**config.mk**
```make
export PLATFORM = sky130hd
export DESIGN_NAME = log_converter_pipe
export DESIGN_NICKNAME = d
export VERILOG_FILES = /design/src/rtl/log_converter_pipe.sv
export SDC_FILE = /design/constraint.sdc
export NUM_CORES = 1
export LEC_CHECK = 0
export BUFFER_PORTS_ARGS = -buffer_cell sky130_fd_sc_hd__buf_2
export CORE_ASPECT_RATIO = 0.7
export CORE_MARGIN = 4
export CORE_UTILIZATION = 23
export DETAILED_ROUTE_END_ITERATION = 10
export SYNTH_ARGS = -nofsm -noshare
export SYNTH_HDL_FRONTEND = slang
export SYNTH_SLANG_ARGS = --single-unit
```
**constraint.sdc**
```tcl
create_clock -name clk -period 1.15 [get_ports clk]
set_input_delay 0.115 -clock clk [delete_from_list [all_inputs] [get_ports clk]]
set_output_delay 0.115 -clock clk [all_outputs]
set_load 0.01 [all_outputs]
```
**src/rtl/log_converter_pipe.sv**
```systemverilog
// -----------------------------------------------------------------------------
// log_converter_pipe
//   Two-stage valid/ready pipeline that converts an unsigned operand into a
//   Mitchell-style binary logarithm: characteristic k (index of the leading
//   one) plus the bits below the leading one as an MSB-aligned fraction.
//     S1: leading-one detect  -> registers k, operand, zero flag
//     S2: normalise           -> registers out_char, out_frac, out_zero
//   Optional feature macro: LOG_FRAC_CORR_EN
//     When defined, S2 adds 2^(WIDTH-4) to the fraction (saturating) for
//     non-zero operands with k > 0, a simple bias correction for Mitchell's
//     approximation. Latency and handshake are unchanged.
//   WIDTH must be at least 4.
// -----------------------------------------------------------------------------
module log_converter_pipe #(
  parameter int WIDTH  = 8,
  parameter int CHAR_W = $clog2(WIDTH)
) (
  input  logic              clk,
  input  logic              rst_n,
  input  logic              in_valid,
  output logic              in_ready,
  input  logic [WIDTH-1:0]  in_data,
  output logic              out_valid,
  input  logic              out_ready,
  output logic [CHAR_W-1:0] out_char,
  output logic [WIDTH-1:0]  out_frac,
  output logic              out_zero
);

  // Stage 1 state
  logic              s1_valid_q, s1_valid_d;
  logic [CHAR_W-1:0] s1_char_q,  s1_char_d;
  logic [WIDTH-1:0]  s1_data_q,  s1_data_d;
  logic              s1_zero_q,  s1_zero_d;

  // Stage 2 state (drives the outputs directly)
  logic              out_valid_q, out_valid_d;
  logic [CHAR_W-1:0] out_char_q,  out_char_d;
  logic [WIDTH-1:0]  out_frac_q,  out_frac_d;
  logic              out_zero_q,  out_zero_d;

  // Handshake and datapath intermediates
  logic              s2_ready;
  logic              in_fire;
  logic              s1_move;
  logic [CHAR_W-1:0] lod_k;
  logic              lod_zero;
  logic [WIDTH-1:0]  aligned;
  logic [WIDTH-1:0]  frac_norm;

  // Stage readiness: a stage can take new data if empty or draining this cycle.
  // in_ready is derived only from state and out_ready, never from in_valid.
  assign s2_ready = !out_valid_q || out_ready;
  assign in_ready = !s1_valid_q || s2_ready;
  assign in_fire  = in_valid && in_ready;
  assign s1_move  = s1_valid_q && s2_ready;

  // Leading-one detector: the last assignment in the upward scan wins,
  // so lod_k ends up as the index of the most significant set bit.
  // NOTE: every variable written in an always_comb gets a default first so no
  // path leaves it unassigned, which would otherwise infer a latch.
  always_comb begin
    lod_k = '0;
    for (int i = 0; i < WIDTH; i++) begin
      if (in_data[i]) lod_k = CHAR_W'(i);
    end
  end

  assign lod_zero = (in_data == '0);

  // Normalise: shift the leading one up to the MSB, then drop it. For k = 0
  // the only set bit is the leading one, so the fraction comes out as zero.
  assign aligned   = s1_data_q << (CHAR_W'(WIDTH - 1) - s1_char_q);
  assign frac_norm = {aligned[WIDTH-2:0], 1'b0};

  // Stage 1 next state: load on input transfer, empty when handed to S2
  // without a replacement arriving in the same cycle.
  always_comb begin
    s1_valid_d = s1_valid_q;
    s1_char_d  = s1_char_q;
    s1_data_d  = s1_data_q;
    s1_zero_d  = s1_zero_q;
    if (in_fire) begin
      s1_valid_d = 1'b1;
      s1_char_d  = lod_k;
      s1_data_d  = in_data;
      s1_zero_d  = lod_zero;
    end else if (s1_move) begin
      s1_valid_d = 1'b0;
    end
  end

  // Stage 2 next state: load from S1 when it moves, otherwise empty on
  // output transfer. Holding everything else keeps outputs stable under stall.
  always_comb begin
    out_valid_d = out_valid_q;
    out_char_d  = out_char_q;
    out_frac_d  = out_frac_q;
    out_zero_d  = out_zero_q;
    if (s1_move) begin
      out_valid_d = 1'b1;
      out_char_d  = s1_char_q;
      out_zero_d  = s1_zero_q;
`ifdef LOG_FRAC_CORR_EN
      begin : g_corr
        logic [WIDTH:0] sum;
        sum = {1'b0, frac_norm} + ((WIDTH+1)'(1) << (WIDTH - 4));
        if (!s1_zero_q && (s1_char_q != '0)) begin
          out_frac_d = sum[WIDTH] ? '1 : sum[WIDTH-1:0];
        end else begin
          out_frac_d = frac_norm;
        end
      end
`else
      out_frac_d  = frac_norm;
`endif
    end else if (out_ready) begin
      out_valid_d = 1'b0;
    end
  end

  // Pipeline registers with asynchronous active-low reset.
  // NOTE: the data registers are reset along with the valid flags because the
  // outputs must read zero while in reset; sequential state uses non-blocking
  // assignments so every register samples pre-edge values.
  always_ff @(posedge clk or negedge rst_n) begin
    if (!rst_n) begin
      s1_valid_q  <= 1'b0;
      s1_char_q   <= '0;
      s1_data_q   <= '0;
      s1_zero_q   <= 1'b0;
      out_valid_q <= 1'b0;
      out_char_q  <= '0;
      out_frac_q  <= '0;
      out_zero_q  <= 1'b0;
    end else begin
      s1_valid_q  <= s1_valid_d;
      s1_char_q   <= s1_char_d;
      s1_data_q   <= s1_data_d;
      s1_zero_q   <= s1_zero_d;
      out_valid_q <= out_valid_d;
      out_char_q  <= out_char_d;
      out_frac_q  <= out_frac_d;
      out_zero_q  <= out_zero_d;
    end
  end

  assign out_valid = out_valid_q;
  assign out_char  = out_char_q;
  assign out_frac  = out_frac_q;
  assign out_zero  = out_zero_q;

endmodule

```
Yosys cells after proc, flatten, opt, wreduce, memory -nomap -nowiden
Cells that the tools add are included.
Widths: inputs -> output; s select.
Storage, ports and cells
  memories kept: 0
  input port bits: 12
  memory bits (read-only): 0
  RAM bits: 0
  register bits after elaboration: 25
  bits in latches: 0
  word-level logic and storage cells: 30
  output and inout port bits: 14
Operators by class
  bitwise gates (word level): 0
  reductions and logical operators: 9
  $add $sub $neg: 1
  magnitude comparators: 0
  multiply operators: 0
  div/mod/pow operators: 0
  muxes and demuxes: 11
  shift operators: 1
  eq/ne operators: 0
Operators by type and width (count)
  $mux 3: 5
  $logic_not 8->1: 1
  $shl 8x3->7: 1
  $mux 1: 5
  $reduce_bool 2->1: 2
  $sub 3x3->3 const A: 1
  $logic_and 1x1->1: 2
  $logic_not 1->1: 2
  $logic_or 1x1->1: 2
  $mux 2: 1

Longest topological paths before layout
Gate-level depths: netlist of run 1.
  depth in word-level cells: 7
  mapped depth: 5
  depth with buffers taken out: 4

Least setup slack after synthesis of run 1
OpenSTA, ideal clock, no wires.
  path kind: register -> register
  start: reg out_valid_q (netlist: out_valid)
  end: reg s1_data_q[5]
  data required time: 1.025 ns
  cell stages (with the launch flop): 5
  buffers on the path: 1
  library setup time: 0.125 ns
  arrival time: 1.336 ns
  period minus slack after synthesis: 1.461 ns
  slack: -0.311 ns
  cells stage by stage: dfrtp_1 -> nand3b_1 -> nand2_1 -> buf_2 -> mux2_2
Between the ends
  longest elaborated chain between the ends: 4
RTL lines
  from (decl): RTL line 37  | logic out_valid_q, out_valid_d;
  from (signal assigned): RTL line 141  | out_valid_q <= out_valid_d;
  $logic_not 1->1: RTL line 53  | assign s2_ready = !out_valid_q || out_ready;
  $logic_or 1x1->1: RTL line 53
  $logic_or 1x1->1: RTL line 54  | assign in_ready = !s1_valid_q || s2_ready;
  named net in_ready: RTL line 21  | output logic in_ready,
  $logic_and 1x1->1: RTL line 55  | assign in_fire = in_valid && in_ready;
  to (signal assigned): RTL line 139  | s1_data_q <= s1_data_d;
  to (decl): RTL line 33  | logic [WIDTH-1:0] s1_data_q, s1_data_d;
The timed path passes the listed nets, and every way through them passes these cells.
A chain may end at the register's enable or synchronous reset.

Worst setup path in the final report of run 1
  start: reg s1_char_q[0]
  end: reg out_frac_q[7] (netlist: out_frac[7])
Between the ends
  longest elaborated chain between the ends: 2
RTL lines
  from (decl): RTL line 32  | logic [CHAR_W-1:0] s1_char_q, s1_char_d;
  from (signal assigned): RTL line 138  | s1_char_q <= s1_char_d;
  $sub 3x3->3: RTL line 73  | assign aligned = s1_data_q << (CHAR_W'(WIDTH - 1) - s1_char_q);
  $shl 8x3->7: RTL line 73
  to (signal assigned): RTL line 143  | out_frac_q <= out_frac_d;
  to (decl): RTL line 39  | logic [WIDTH-1:0] out_frac_q, out_frac_d;
Every way passes these cells.

==> results of run 1 <==
-- cell usage after synthesis (all sizes together) --
| cell | instances |
|---|---|
| dfrtp | 24 |
| nand2 | 24 |
| o21ai | 10 |
| mux2 | 7 |
| nor2 | 7 |
| a21oi | 6 |
| mux2i | 6 |
| buf | 5 |
| nand2b | 4 |
| a32oi | 2 |
| clkbuf | 2 |
| inv | 2 |
| nand3 | 2 |
| nor4 | 2 |
| a31oi | 1 |
| and2 | 1 |
| conb | 1 |
| mux4 | 1 |
| nand3b | 1 |
| nand4 | 1 |
| nor3 | 1 |
| o21bai | 1 |
-- area by class of cell --
type | count | area (um2)
Inverter | 2 | 7.51
Timing Repair Buffer | 42 | 302
Sequential cell | 24 | 602
Tap cell | 55 | 68.8
Clock buffer | 3 | 41.3
Fill cell | 465 | 2890
Multi-Input combinational cell | 79 | 591
-- metrics by stage --
step	setup TNS [ns]	power (uW)	util, %	std cells	instance area (um2)
6_report	-0.984	2340	35.8	205	1610
5_1_grt	-2.22	2480	35.8	205	1610
4_1_cts	-0.724	2250	32.9	202	1480
3_5_place_dp	-1.26	1720	30.6	195	1380
3_3_place_gp	-1.00	1710	30.6	195	1380
2_1_floorplan	-0.904	1450	-	111	1130
-- kinds of logic after synthesis --
| family | Yosys count | synth area share [%] |
|---|---|---|
| AOI/OAI and AO/OA | 20 | 10.3 |
| DFF | 24 | 53.7 |
| buffers and inverters | 9 | 4.36 |
| muxes | 14 | 14.4 |
| and+or+nand+nor | 43 | 16.9 |
| other | 1 | 0.335 |
-- power by group through the flow --
stage | clock network, uW | logic, uW | registers [uW]
detailed placement | 0 | 618 | 1100
floorplan | 0 | 333 | 1110
CTS | 510 | 658 | 1080
finish | 500 | 744 | 1090
global route | 537 | 826 | 1110
global placement | 0 | 607 | 1100
-- registers in the layout, indices dropped and copies added (netlist names) --
register and count:
s1_zero_q 1, out_frac 7, out_zero 1, s1_data_q 7
s1_valid_q 1, out_valid 1, s1_char_q 3, out_char 3
-- placed cells by master, fill, tap and decap left out, types with 2 or more instances in the layout --
master and count:
nand3_1 2, nand2_2 4, nand2_1 19, nand2b_1 3
mux2_4 6, mux2i_1 4, a32oi_1 2, o21ai_2 4
nand2_8 2, buf_2 22, nor2_1 7, dfrtp_1 23
clkbuf_8 3, buf_6 7, buf_4 11, a21oi_1 6
o21ai_0 5
-- worst reg2reg max path, stage by stage, from the launching register on --
cell and delay (ns):
dfrtp_2 0.47, mux2i_1 0.16, mux4_2 0.51, o21ai_2 0.12
-- final timing paths --
path                                end  slack [ns]
setup / recovery            out_frac[7]       -0.17
hold / removal             s1_data_q[0]         0.1
setup reg to reg            out_frac[7]       -0.17
hold reg to reg             out_char[0]        0.47
max in group asynchronous  s1_char_q[0]        0.38
min in group asynchronous  s1_data_q[6]        0.37
-- what timing repair did --
action                                 in CTS  in global routing
pin swaps                                   1                  3
gates cloned                                0                  1
hold buffers                                1                  0
resized for setup                           7                 26
endpoints found under the hold margin      24                  0
setup endpoints to repair                  15                 24
setup buffers                               3                  2
-- metal layers --
| layer | up-vias | part of all wire [%] |
|---|---|---|
| met1 | 426 | 50 |
| met5 | - | 0 |
| met2 | 23 | 44 |
| li1 | 458 | - |
| met3 | 0 | 5.7 |
| met4 | 0 | 0 |
==> flow_summary_export.csv, run 1 <==
group,metric,value,unit
global_routing,grt_pass1_vias,905,
pwr,power.share.switching,31.4,%
sta,setup_viol,15,
pwr,combPwrFrac,31.8,%
detailed_routing,wl_per_cell,13.6,um
pwr,ir_drop,0.491,mV
outcome,violations,"negative setup slack",
pwr,seqPwrFrac,46.8,%
synth,netlist_top_cells_area,"dfrtp_1 54%, nand2_1 8.1%, mux2_2 7.0%",
global_routing,grt.busiest_layer,"met1",
sta,fin_ws,-0.174,ns
global_routing,met1_usage,13.6,%
place,gp_congestion,0.825,
sta,finClkSkew,0.00117,ns
setup_path,crit_required,1.35,ns
place,pre_cts_ws,-0.312,ns
outcome,status,"finished with violations",
sta,slew_headroom,62.8,%
setup_path,crit_cells,3,
synth,synth_top_area_share,53.7,%
synth,ys.warnings.count,0,
setup_path,cp_cell_sequence,"mux2i_1, mux4_2, o21ai_2",
global_routing,grt_use_met3,3.41,%
global_routing,grt_pass1_wl,4450,um
synth,yosysSeqAreaShare,53.7,%
global_routing,antenna_found_initial,0,
floorplanning,die_y,66.3,um
synth,yosys.area.top_type,"dfrtp_1",
setup_path,crit_buf_inv,0,
synth,synthesis.area,0.00112,mm2
global_routing,overflow,0,
sta,period_needed,1.32,ns
worst_hold_path,hp-start,"in_data[0]",
pwr,internal-power,1600,uW
global_routing,grt_use_met2,13.2,%
floorplanning,core,0.00450,mm2
floorplanning,die-width,91.4,um
finish,drive_gt1_share,46.0,%
worst_hold_path,hp-class,"primary input to flop",
clocking,cts_inserted_buffers,3,
detailed_routing,drc,0,
setup_path,end_kind,"flop",
clocking,clock-sinks,24,
pwr,power-per-cell-area,1450,mW/mm2
job,maxCapViolCount,0,
detailed_routing,postRouteAntennaNets,0,
floorplanning,die_area,0.00606,mm2
pwr,power.switching,734,uW
synth,synth_cell_types,28,
setup_path,cp_max_fo,7,
finish,area_growth,44.1,%
sta,final_hold_viol_count,0,
finish,antenna_cells,0,
synth,synth_nets,123,
clocking,htreeDepth,1,
sta,maxSlewViolCount,0,
clocking,cts_tree,"yes",
detailed_routing,via_count,907,
worst_hold_path,min_path_cells,2,
clocking,clockBufferDepth,2,
setup_path,crit_path_start_kind,"flop",
setup_path,path_class,"flop to flop",
setup_path,reg2reg_from,"s1_char_q[0]",
floorplanning,initial_utilization,24.8,%
place,hpwl,1980,um
sta,rsz0062_at_grt,"true",
detailed_routing,dr.pass1.iters,4,
floorplanning,rows,20,
detailed_routing,via_per_inst,4.42,
sta,finalCritPeriodShare,115,%
pwr,leakagePower,0.000773,uW
setup_path,crit_slowest_cell,"mux4_2",
setup_path,rr_worst_depth,3,
clocking,path_clk_slew,0.08,ns
setup_path,cp_data_arrival_time,1.53,ns
pwr,pwr-share-clk,21.4,%
sta,worstMarginPinSlew,0.558,ns
setup_path,crit_start,"s1_char_q[0]",
detailed_routing,wirelength,2800,um
place,portBuffers,24,
synth,ys_ff_latch,24,
finish,nets,164,
detailed_routing,first_iter_violations,32,
synth,syn-instance-count,111,
floorplanning,pin_count,26,
synth,syn_area_per_cell,10.1,um2
setup_path,critPathTopFamily,"multiplexers",
sta,hold_ws,0.0980,ns
global_routing,grt_max_degree,25,
sta,fmax,0.755,GHz
setup_path,crit_path_max_incr_delay,0.51,ns
clocking,worstSkewPairLatency,0.27,ns
clocking,clk_root_buffer_cell,"clkbuf_8",
global_routing,gr-usage-all-layers,9.28,%
No activity file was read; power rests on OpenSTA's default activity.
==> inputs of run 2 (changes only) <==
- GPL_TIMING_DRIVEN: not set -> 0
- SETUP_SLACK_MARGIN: not set -> 0.02
- clock period: 1.15 -> 1.35 ns (I/O delays scaled with it)
==> run 2 against run 1 <==
  * The flow still finishes with violations (negative setup slack)
  * Clock power shrank 3%
  * Critical path depth rose by 1
  * Sequential power is 16% lower
  * Core utilization is 3.6 points lower
  * Critical path type unchanged
==> flow_summary_export.csv, run 2 (synthesis results as in run 1) <==
group,metric,value,unit
sta,setup_viol,1,
finish,final_cell_mix,"25 x buf_2, 24 x dfrtp_1, 23 x nand2_1, 8 x o21ai_0",
floorplanning,rows,20,
detailed_routing,dr.pass1.iters,4,
pwr,internal-power,1340,uW
finish,fillCellCount,469,
floorplanning,die_area,0.00606,mm2
global_routing,antenna_found_initial,0,
sta,tns,-0.0246,ns
sta,rsz0062_at_grt,"true",
finish,instances_no_fill,199,
outcome,status,"finished with violations",
detailed_routing,wirelength,2550,um
worst_hold_path,hp-class,"primary input to flop",
clocking,cts_inserted_buffers,3,
global_routing,grt_pass1_vias,802,
finish,antenna_cells,0,
sta,hold_ws,0.116,ns
place,hpwl,2000,um
sta,finalCritPeriodShare,102,%
pwr,combPwrFrac,26.9,%
detailed_routing,first_iter_violations,17,
setup_path,crit_path_start_kind,"flop",
pwr,leakagePower,0.000698,uW
finish,drive_gt1_share,34.7,%
clocking,clock-sinks,24,
global_routing,overflow,0,
global_routing,grt_max_degree,25,
setup_path,cp_data_arrival_time,1.57,ns
finish,area_growth,29.4,%
finish,final_common_cell,"buf_2",
sta,slew_headroom,63.8,%
detailed_routing,postRouteAntennaNets,0,
finish,nets,157,
setup_path,crit_required,1.55,ns
setup_path,end_kind,"flop",
setup_path,cp_max_fo,7,
detailed_routing,drc,0,
pwr,power.switching,579,uW
clocking,htreeDepth,1,
finish,regArea,601,um2
sta,fmax,0.727,GHz
sta,fin_ws,-0.0246,ns
pwr,power-per-cell-area,1330,mW/mm2
floorplanning,core,0.00450,mm2
finish,multi_input_area,495,um2
pwr,pwr-share-clk,25.2,%
detailed_routing,via_count,860,
place,gp_congestion,0.788,
outcome,violations,"negative setup slack",
floorplanning,die_y,66.3,um
sta,final_hold_viol_count,0,
clocking,worstSkewPairLatency,0.26,ns
detailed_routing,wl_per_cell,12.8,um
global_routing,grt_pass1_wl,4240,um
setup_path,path_class,"flop to flop",
clocking,clockBufferDepth,2,
pwr,ir_drop,0.430,mV
detailed_routing,via_per_inst,4.32,
sta,period_needed,1.37,ns
clocking,cts_tree,"yes",
pwr,seqPwrFrac,48.0,%
floorplanning,pin_count,26,
global_routing,gr-usage-all-layers,9.06,%
floorplanning,initial_utilization,24.8,%
job,maxCapViolCount,0,
floorplanning,die-width,91.4,um
sta,worstMarginPinSlew,0.543,ns
clocking,clk_root_buffer_cell,"clkbuf_8",
clocking,path_clk_slew,0.08,ns
sta,maxSlewViolCount,0,
place,post-place-cells,190,
place,portBuffers,24,
sta,finClkSkew,0.00145,ns
pwr,power.share.switching,30.2,%
run 2: changes by cell type in the layout (fill, tap and decap cells not counted), sizes merged:
cell    delta
nand2      -1
clkbuf     +1
buf        -6
run 2: cell type report:
type                            count  share of cell area, %
Sequential cell                    24                   41.5
Multi-Input combinational cell     78                   34.2
Timing Repair Buffer               31                   12.1
Tap cell                           55                   4.75
Clock buffer                        4                   3.80
Buffer                              5                   2.94
Inverter                            2                  0.691
run 2: per-stage QoR:
stage               instance area (um2)  setup slack (ns)  power (uW)  util (%)
global route                       1450           -0.0679        2050      32.1
floorplan                          1130            0.0286        1230         -
detailed placement                 1320           -0.0503        1420      29.3
CTS                                1410           -0.0297        1940      31.3
finish                             1450           -0.0246        1920      32.1
global placement                   1320           -0.0388        1410      29.3
run 2: timing repair:
item / in CTS / in global routing
endpoints found under the setup margin: 5 / 10
pin swaps: 2 / 2
endpoints found under the hold margin: 24 / 0
hold buffers: 1 / 0
setup buffers: 2 / 4
resized for setup: 4 / 2
run 2: worst paths after layout:
check	start	to	slack, ns	cells past startpoint
max in group asynchronous	rst_n	out_zero	0.61	2
min in group asynchronous	rst_n	s1_data_q[6]	0.38	2
worst min register to register	out_char[2]	out_char[2]	0.47	2
worst min-delay path	in_data[0]	s1_data_q[0]	0.12	2
worst max-delay path	s1_char_q[0]	out_frac[7]	-0.02	4
worst max register to register	s1_char_q[0]	out_frac[7]	-0.02	4
run 2: metal layers:
layer  global-route usage, %  vias to the layer above  wire (um)
met5                       0                        -          0
met4                    1.69                        0          8
met3                    2.96                        2        139
met2                    11.6                       22        961
met1                    14.2                      388       1440
li1                        -                      448          -
run 2: worst max-delay path: stages (launching register included):
cell,delay (ns)
dfrtp_1,0.43
buf_6,0.15
mux2i_1,0.12
mux4_2,0.48
o21ai_2,0.12
run 2: power by group through the flow:
stage | registers, uW | clock network (uW) | logic (uW)
finish | 920 | 483 | 516
global route | 939 | 539 | 575
CTS | 921 | 508 | 507
global placement | 921 | 0 | 487
floorplan | 948 | 0 | 278
detailed placement | 929 | 0 | 495
==> inputs of run 3 (changes only) <==
- CORE_MARGIN: 4 -> 10
==> run 3 against run 2 <==
  * The flow still finishes with violations (negative setup slack)
  * Combinational power is essentially flat
  * Sequential power down 0.4%
  * Die area rose by 34%
  * Largest power group unchanged
  * Critical path type unchanged
  * Maximum frequency down 1.0%
  * Global-route usage is 2.0 points lower
  * Final cell count is 0.50% lower
  * Register-to-register slack about the same
  * Cell area shrank 1.8%
  * Routed wire length grew 2.4%
  * Clock power shrank 16%
==> flow_summary_export.csv, run 3 (synthesis results as in run 1) <==
group,metric,value,unit
outcome,status,"finished with violations",
outcome,violations,"negative setup slack",
finish,regArea,601,um2
clocking,cts_tree,"yes",
finish,nets,155,
pwr,power-per-cell-area,1290,mW/mm2
clocking,clk_root_buffer_cell,"clkbuf_8",
floorplanning,initial_utilization,23.7,%
job,maxCapViolCount,0,
sta,fin_ws,-0.0391,ns
sta,setup_viol,1,
place,hpwl,2090,um
floorplanning,die-width,103,um
place,gp_congestion,0.814,
finish,fillCellCount,506,
floorplanning,die_area,0.00810,mm2
place,portBuffers,24,
setup_path,end_kind,"flop",
detailed_routing,via_per_inst,4.38,
place,post-place-cells,192,
detailed_routing,dr.pass1.iters,4,
worst_hold_path,hp-class,"primary input to flop",
sta,period_needed,1.39,ns
detailed_routing,first_iter_violations,28,
setup_path,path_class,"flop to flop",
clocking,htreeDepth,1,
worst_hold_path,hold-path-endpoint,"s1_valid_q",
finish,multi_input_area,500,um2
setup_path,crit_required,1.54,ns
finish,final_cell_mix,"25 x buf_2, 24 x dfrtp_1, 23 x nand2_1, 8 x o21ai_0, 7 x nor2_1",
detailed_routing,wirelength,2610,um
clocking,worstSkewPairLatency,0.26,ns
global_routing,antenna_found_initial,0,
finish,instances_no_fill,198,
sta,finalCritPeriodShare,103,%
finish,antenna_cells,0,
floorplanning,pin_count,26,
global_routing,grt_max_degree,25,
setup_path,ff2ff_setup_slack,-0.04,ns
clocking,path_clk_slew,0.08,ns
pwr,leakagePower,0.000680,uW
sta,worstMarginPinSlew,0.535,ns
setup_path,cp_data_arrival_time,1.58,ns
clocking,cts_inserted_buffers,3,
sta,final_hold_viol_count,0,
sta,maxSlewViolCount,0,
global_routing,overflow,0,
clocking,clockBufferDepth,2,
setup_path,crit_path_start_kind,"flop",
floorplanning,core,0.00473,mm2
detailed_routing,drc,0,
clocking,clock-sinks,24,
sta,fmax,0.720,GHz
floorplanning,die_y,78.3,um
setup_path,rr_worst_depth,4,
setup_path,cp_max_fo,8,
pwr,ir_drop,0.326,mV
finish,drive_gt1_share,35.5,%
sta,slew_headroom,64.3,%
sta,finClkSkew,0.00386,ns
setup_path,reg2reg_from,"s1_char_q[0]",
global_routing,grt_pass1_vias,909,
detailed_routing,postRouteAntennaNets,0,
finish,post-route-util,30.1,%
setup_path,r2r_end,"out_frac[7]",
global_routing,gr-usage-all-layers,7.10,%
finish,final_common_cell,"buf_2",
worst_hold_path,hp-start,"in_valid",
detailed_routing,wl_per_cell,13.2,um
global_routing,grt_pass1_wl,4530,um
finish,area_growth,27.1,%
sta,rsz0062_at_grt,"true",
worst_hold_path,min_path_cells,2,
floorplanning,rows,21,
detailed_routing,via_count,868,
==> run 3: worst max-delay path by stage <==
| stage | from | endpoint | slack, ns | cells past startpoint |
|---|---|---|---|---|
| floorplan | out_valid | s1_data_q[5] | 0.03 | 4 |
| detailed placement | s1_char_q[1] | out_frac[7] | -0.03 | 4 |
| finish | s1_char_q[0] | out_frac[7] | -0.04 | 4 |
| global placement | s1_char_q[1] | out_frac[7] | -0.009 | 4 |
| CTS | s1_char_q[0] | out_frac[7] | -0.04 | 4 |
| global route | s1_char_q[1] | out_frac[7] | -0.09 | 4 |
==> run 3: repair_timing <==
action / CTS / global route
hold endpoints to repair: 24 / 0
hold buffers: 1 / 0
pin swaps: 0 / 2
setup endpoints to repair: 2 / 12
gates resized for setup: 2 / 6
buffers inserted: 1 / 2
==> run 3: stage by stage <==
step / total power, uW / TNS, ns / hold slack [ns] / cell area, um2 / worst slack [ns]
after floorplan: 1230 / 0 / -0.161 / 1130 / 0.0286
after global placement: 1410 / -0.00913 / 0.156 / 1320 / -0.00913
after detailed placement: 1420 / -0.0531 / 0.157 / 1320 / -0.0279
after CTS: 1850 / -0.0441 / 0.0960 / 1380 / -0.0441
after global routing: 1990 / -0.215 / 0.128 / 1420 / -0.0861
final: 1840 / -0.0391 / 0.121 / 1420 / -0.0391
==> run 3: area by class of cell <==
class	count	area share, %
Sequential cell	24	42.3
Multi-Input combinational cell	78	35.2
Timing Repair Buffer	28	10.7
Tap cell	57	5.02
Buffer	6	3.17
Clock buffer	3	2.90
Inverter	2	0.704
==> run 3: per-layer routing <==
| layer | wire length [um] | GRT usage [%] | vias to the layer above |
|---|---|---|---|
| li1 | - | - | 441 |
| met1 | 1360 | 9.56 | 402 |
| met2 | 1040 | 10.2 | 21 |
| met3 | 189 | 3.24 | 4 |
| met4 | 17 | 1.25 | 0 |
| met5 | 0 | 0 | - |
==> run 3: power breakdown <==
group	total [uW]	internal, uW	switching (uW)
registers	916	836	80.1
clock network	407	199	208
logic	517	243	274
==> run 3: critical path: stages, from the launching register on <==
cell and delay [ns]:
dfrtp_1 0.43, buf_6 0.16, mux2i_1 0.13, mux4_2 0.48, o21ai_2 0.12
